### src/rtl/div_unit.sv
// Multi-cycle restoring divider for DIV/DIVU: one quotient bit per clock,
// result {remainder, quotient} held until the requester drops start_i.
module div_unit #(
   parameter int DATA_W = 32
) (
   input  logic                  clk,
   input  logic                  rst,
   input  logic                  signed_div_i,
   input  logic [DATA_W-1:0]     opdata1_i,
   input  logic [DATA_W-1:0]     opdata2_i,
   input  logic                  start_i,
   input  logic                  annul_i,
   output logic [2*DATA_W-1:0]   result_o,
   output logic                  ready_o,
   output logic [1:0]            dbg_state_o
);

   localparam int CW = $clog2(DATA_W + 1);
   localparam logic [CW-1:0] LAST = CW'(DATA_W);

   typedef enum logic [1:0] {
      S_FREE   = 2'd0,
      S_BYZERO = 2'd1,
      S_ON     = 2'd2,
      S_END    = 2'd3
   } state_e;

   state_e              state_q, state_d;
   logic [CW-1:0]       cnt_q, cnt_d;
   logic [2*DATA_W:0]   work_q, work_d;
   logic [DATA_W-1:0]   divisor_q, divisor_d;
   logic                neg_quo_q, neg_quo_d;
   logic                neg_rem_q, neg_rem_d;
   logic [2*DATA_W-1:0] result_q, result_d;

   logic                accept;
   logic [DATA_W-1:0]   abs_a, abs_b;
   logic [DATA_W+1:0]   trial;
   logic [DATA_W-1:0]   quo, rem;

   assign accept = start_i & ~annul_i;
   assign abs_a  = (signed_div_i & opdata1_i[DATA_W-1]) ? -opdata1_i : opdata1_i;
   assign abs_b  = (signed_div_i & opdata2_i[DATA_W-1]) ? -opdata2_i : opdata2_i;
   // Partial remainder (shifted, with next dividend bit) minus divisor; MSB is the borrow.
   assign trial  = {1'b0, work_q[2*DATA_W:DATA_W]} - {2'b00, divisor_q};
   assign quo    = work_q[DATA_W-1:0];
   assign rem    = work_q[2*DATA_W:DATA_W+1];

   // State register
   always_ff @(posedge clk or posedge rst) begin
      if (rst) begin
         state_q <= S_FREE;
      end else begin
         state_q <= state_d;
      end
   end

   // Next-state logic
   always_comb begin
      state_d = state_q;
      case (state_q)
         S_FREE: begin
            if (accept) begin
               state_d = (opdata2_i == '0) ? S_BYZERO : S_ON;
            end
         end
         S_BYZERO: state_d = S_END;
         S_ON: begin
            if (annul_i) begin
               state_d = S_FREE;
            end else if (cnt_q == LAST) begin
               state_d = S_END;
            end
         end
         S_END: begin
            if (!start_i) begin
               state_d = S_FREE;
            end
         end
         default: state_d = S_FREE;
      endcase
   end

   // Outputs
   always_comb begin
      ready_o     = (state_q == S_END);
      result_o    = (state_q == S_END) ? result_q : '0;
      dbg_state_o = state_q;
   end

   // Datapath next-state
   always_comb begin
      cnt_d     = cnt_q;
      work_d    = work_q;
      divisor_d = divisor_q;
      neg_quo_d = neg_quo_q;
      neg_rem_d = neg_rem_q;
      result_d  = result_q;
      case (state_q)
         S_FREE: begin
            result_d = '0;
            if (accept) begin
               cnt_d     = '0;
               work_d    = {{DATA_W{1'b0}}, abs_a, 1'b0};
               divisor_d = abs_b;
               neg_quo_d = signed_div_i & (opdata1_i[DATA_W-1] ^ opdata2_i[DATA_W-1]);
               neg_rem_d = signed_div_i & opdata1_i[DATA_W-1];
            end
         end
         S_BYZERO: result_d = '0;
         S_ON: begin
            if (!annul_i) begin
               if (cnt_q != LAST) begin
                  if (trial[DATA_W+1]) begin
                     work_d = {work_q[2*DATA_W-1:0], 1'b0};
                  end else begin
                     work_d = {trial[DATA_W-1:0], work_q[DATA_W-1:0], 1'b1};
                  end
                  cnt_d = cnt_q + CW'(1);
               end else begin
                  result_d = {(neg_rem_q ? -rem : rem), (neg_quo_q ? -quo : quo)};
               end
            end
         end
         S_END: begin
            if (!start_i) begin
               result_d = '0;
            end
         end
         default: ;
      endcase
   end

   always_ff @(posedge clk or posedge rst) begin
      if (rst) begin
         cnt_q     <= '0;
         work_q    <= '0;
         divisor_q <= '0;
         neg_quo_q <= 1'b0;
         neg_rem_q <= 1'b0;
         result_q  <= '0;
      end else begin
         cnt_q     <= cnt_d;
         work_q    <= work_d;
         divisor_q <= divisor_d;
         neg_quo_q <= neg_quo_d;
         neg_rem_q <= neg_rem_d;
         result_q  <= result_d;
      end
   end

endmodule

### config.mk
export PLATFORM = sky130hd
export DESIGN_NAME = div_unit
export DESIGN_NICKNAME = d
export VERILOG_FILES = /design/src/rtl/div_unit.sv
export SDC_FILE = /design/constraint.sdc
export NUM_CORES = 1
export LEC_CHECK = 0
export BUFFER_PORTS_ARGS = -buffer_cell sky130_fd_sc_hd__buf_2
export CAP_MARGIN = 20
export CORE_ASPECT_RATIO = 1.75
export CORE_MARGIN = 5
export CORE_UTILIZATION = 54
export DETAILED_ROUTE_END_ITERATION = 10
export GPL_ROUTABILITY_DRIVEN = 0
export GPL_TIMING_DRIVEN = 0
export PLACE_DENSITY = 0.78
export SLEW_MARGIN = 20
export SYNTH_ARGS = -nofsm -noshare
export SYNTH_HDL_FRONTEND = slang
export SYNTH_SLANG_ARGS = --single-unit
### constraint.sdc
create_clock -name clk -period 4.9 [get_ports clk]
set_input_delay 0.245 -clock clk [delete_from_list [all_inputs] [get_ports clk]]
set_output_delay 0.245 -clock clk [all_outputs]
set_load 0.005 [all_outputs]
==> summary.md <==
| Metric | Value |
|---|---|
| Outcome | `complete, no violations` |
| Setup tns final | `0 ps` |
| Number of distinct library cells after synthesis | `72` |
| IO Port Bufs | `135` |
| Clk_lat worst skew | `440 ps` |
| Crit path top cell by count | `buf_6` |
| CTS tree | `built` |
| I/O pin count | `136` |
| Mean post-synth cell area | `8.235 um2` |
| Top FF cell, synth | `dfrtp_1` |
| H-tree depth | `4` |
| Async S/R FF share, synth | `1.000` |
| Top cells by area, synth | `dfrtp_1 (36%), xor2_1 (7.2%), nand2_1 (6.5%), o21ai_0 (6.2%), a21oi_1 (4.4%)` |
| Drt first pass iters | `7` |
| Final Cycle Share | `0.6959` |
| Setup CP Type | `register to register` |
| Die width | `121.5 um` |
| Syn nets | `1,534` |
| P_leak | `6.299 nW` |
| Post-synth EDFFs | `0` |
| Core area | `21,500 um2` |
| Reg area | `4279 um2` |
| Critical path peak fanout | `10` |
| Wire length per cell | `18.32 um` |
| Clk pin slew, worst setup/hold paths | `70 ps` |
| Design Area, Final | `13,430 um2` |
| Int Power | `3.631 mW` |
| Achievable Freq | `293.3 MHz` |
| Vias in the first global route | `11,060` |
| Hold EP | `divisor_q[0]$_DFFE_PP0P_` |
| GR Overflow Total | `0` |
| Layout Nets | `1,691` |
| Drt first-iter violations | `779` |
| # clock sinks | `171` |
| Via total after detailed routing | `11,280` |
| Antenna cells | `0` |
| Seq pwr share | `0.320` |
| Root Buffer | `clkbuf_16` |
| Crit path DAT | `3730 ps` |
| Slowest CP cell | `o31ai_1` |
| Power Dens Cells | `496.7 nW/um2` |
| Setup violations, final | `0` |
| Min-delay src | `opdata2_i[0]` |
| Sw Ratio | `0.4556` |
| Netlist Area Pre-Place | `11,740 um2` |
| Post-DRT Antenna Nets | `0` |
| Reg2reg end | `work_q[38]$_DFFE_PP0P_` |
| FP Rows | `71` |
| RR Startpoint | `work_q[34]$_DFFE_PP0P_` |
| FF-to-FF path depth | `10` |
| Critical path launch point type | `register` |
| WP data required | `5220 ps` |
| Reg2Reg Setup Slack | `1490 ps` |
| VDD IR max | `0.0002900 V` |
| P&R area growth vs syn | `14.35%` |
| Largest net degree at the start of global routing | `103` |
| Hold WC Path Type | `input port to register` |
| Net Sw Power | `3.039 mW` |
| Crit-path cells | `ha_1, o21ai_0, a21oi_1, o31ai_1, nand3_1, a41oi_4, o221ai_2, buf_6, buf_6, a221o_1` |
| Synth Instances | `1,426` |
| Dominant cell type by area after synthesis | `dfrtp_1` |
| Post-layout min period | `3410 ps` |
| Final setup margin | `1490 ps` |
| Worst-Margin Slew | `890.5 ps` |
| Max cap viols | `0` |
| Max-slew headroom | `0.4018` |
| Routed wire length | `34,600 um` |
| Finished Layout Cells | `1,888` |
| DIE HEIGHT | `205.1 um` |
| Most frequent cells in the layout | `nand2_1 (202), dfrtp_1 (171), o21ai_0 (146)` |
| Post-synthesis sequential area ratio | `0.3644` |
| RSZ-0062 raised after global routing | `false` |
| Initial core utilization | `0.5463` |
| Combinational power share | `0.475` |
| CTS Buf Count | `17` |
| Endpoint class of the critical path | `register` |
| Global-route wire length before repair | `55,570 um` |
| Synthesis Warnings | `0` |
| Placed cell area | `12,830 um2` |
| Multi-input logic area | `6924 um2` |
| Placed Cells incl. Taps | `1,855` |
| Crit-path max cell delay | `490 ps` |
| Fraction of layout cells with a size suffix above 1 | `0.1272` |
| Hold path cells | `2` |
| Clock skew | `11.97 ps` |
| Number of remaining DRC errors | `0` |
| Maximum buffer depth of the clock tree | `2` |
| Clock network power share | `0.205` |
| Area share of the largest cell type after synthesis | `0.3644` |
| Post-CTS sizing | `0` |
| Seq cells post-synth | `171` |
| Die area | `24,910 um2` |
| Commonest non-fill, non-tap cell in the layout | `nand2_1` |
| Gr usage total | `0.2805` |
| Final Hold Vio Count | `0` |
| Post-DP HPWL | `27,010 um` |
| Antenna violations before repair | `1` |
| Final core utilization | `0.6247` |
| Filler cells | `1,937` |
| Post-DR vias/cell | `5.973` |
| Place WS | `1602 ps` |
| Pins Over Slew Limit | `0` |
stage by stage:
step	power (mW)	hold slack, ps
2_1_floorplan	4.324	353.0
3_3_place_gp	5.144	452.4
3_5_place_dp	5.249	429.4
4_1_cts	6.627	82.64
5_1_grt	7.119	104.7
6_report	6.670	87.51
cells by family after synthesis:
logic type                 synth area share
adders and majority gates           0.04219
muxes                               0.02450
xor gates and xnor gates             0.1096
buffers and inverters               0.04645
AOI/OAI and AO/OA                    0.2062
and+or+nand+nor                      0.2067
DFF                                  0.3644
timing repair:
item	in CTS	in global routing
hold buffers	1	0
endpoints found under the hold margin	101	0
setup buffers	0	0
routing by layer:
layer / share of wire / track usage / wire [um]
met5: 0.00055 / 0 / 19
met4: 0.062 / 0.1647 / 2132
met3: 0.053 / 0.03619 / 1841
met2: 0.53 / 0.5213 / 18240
met1: 0.36 / 0.2968 / 12360
layout make-up:
class                      instances  share of cell area
clock inverter                    13             0.01071
inverter                          55             0.01593
timing repair buffer             138             0.05367
sequential                       171              0.3186
multi-input combinational       1119              0.5156
clock buffer                      19             0.03298
tap                              292             0.02721
buffer                            81             0.02525
synth_stat cells (all sizes together), types with 10 or more instances:
master  instances
xor2           96
nand4          12
nand2         202
and3           72
nand3          21
o21ai         169
o31ai          31
nor3           20
inv            55
clkbuf         67
o41ai          17
nor4           15
nor2          115
buf            14
a21oi         106
dfrtp         171
a21o           10
xnor2          51
mux2i          25
ha             38
or4            12
sequential cells by signal, indices dropped and copies added (netlist names):
| name | cells |
|---|---|
| neg_quo_q | 1 |
| divisor_q | 32 |
| result_q | 64 |
| dbg_state_o | 2 |
| work_q | 65 |
| neg_rem_q | 1 |
| cnt_q | 6 |
how the worst max path moves through the flow:
| stage | start | end | slack, ps | cells past startpoint |
|---|---|---|---|---|
| global route | work_q[32]$_DFFE_PP0P_ | work_q[61]$_DFFE_PP0P_ | 1390 | 12 |
| floorplan | rst | cnt_q[0]$_DFFE_PP0P_ | 20 | 1 |
| finish | work_q[34]$_DFFE_PP0P_ | work_q[38]$_DFFE_PP0P_ | 1490 | 10 |
| global placement | rst | divisor_q[4]$_DFFE_PP0P_ | -1730 | 2 |
| detailed placement | work_q[34]$_DFFE_PP0P_ | work_q[49]$_DFFE_PP0P_ | 1600 | 11 |
| CTS | work_q[34]$_DFFE_PP0P_ | work_q[49]$_DFFE_PP0P_ | 1540 | 11 |
worst max-delay path: cells and delay by family (launching register included):
kind	cells	cell delay (ps)
AOI/OAI and AO/OA	6	1750
adders and majority gates	1	390
buffers and inverters	2	340
DFF	1	480
and+or+nand+nor	1	330
power by group through the flow:
stage,clock network [mW],logic (mW),registers [mW]
after floorplan,0,2.31,2.01
after global placement,0,3.02,2.12
after detailed placement,0,3.10,2.15
after CTS,1.36,3.14,2.12
after global routing,1.43,3.53,2.17
final,1.37,3.17,2.14
(Power assumes the default switching activity.)
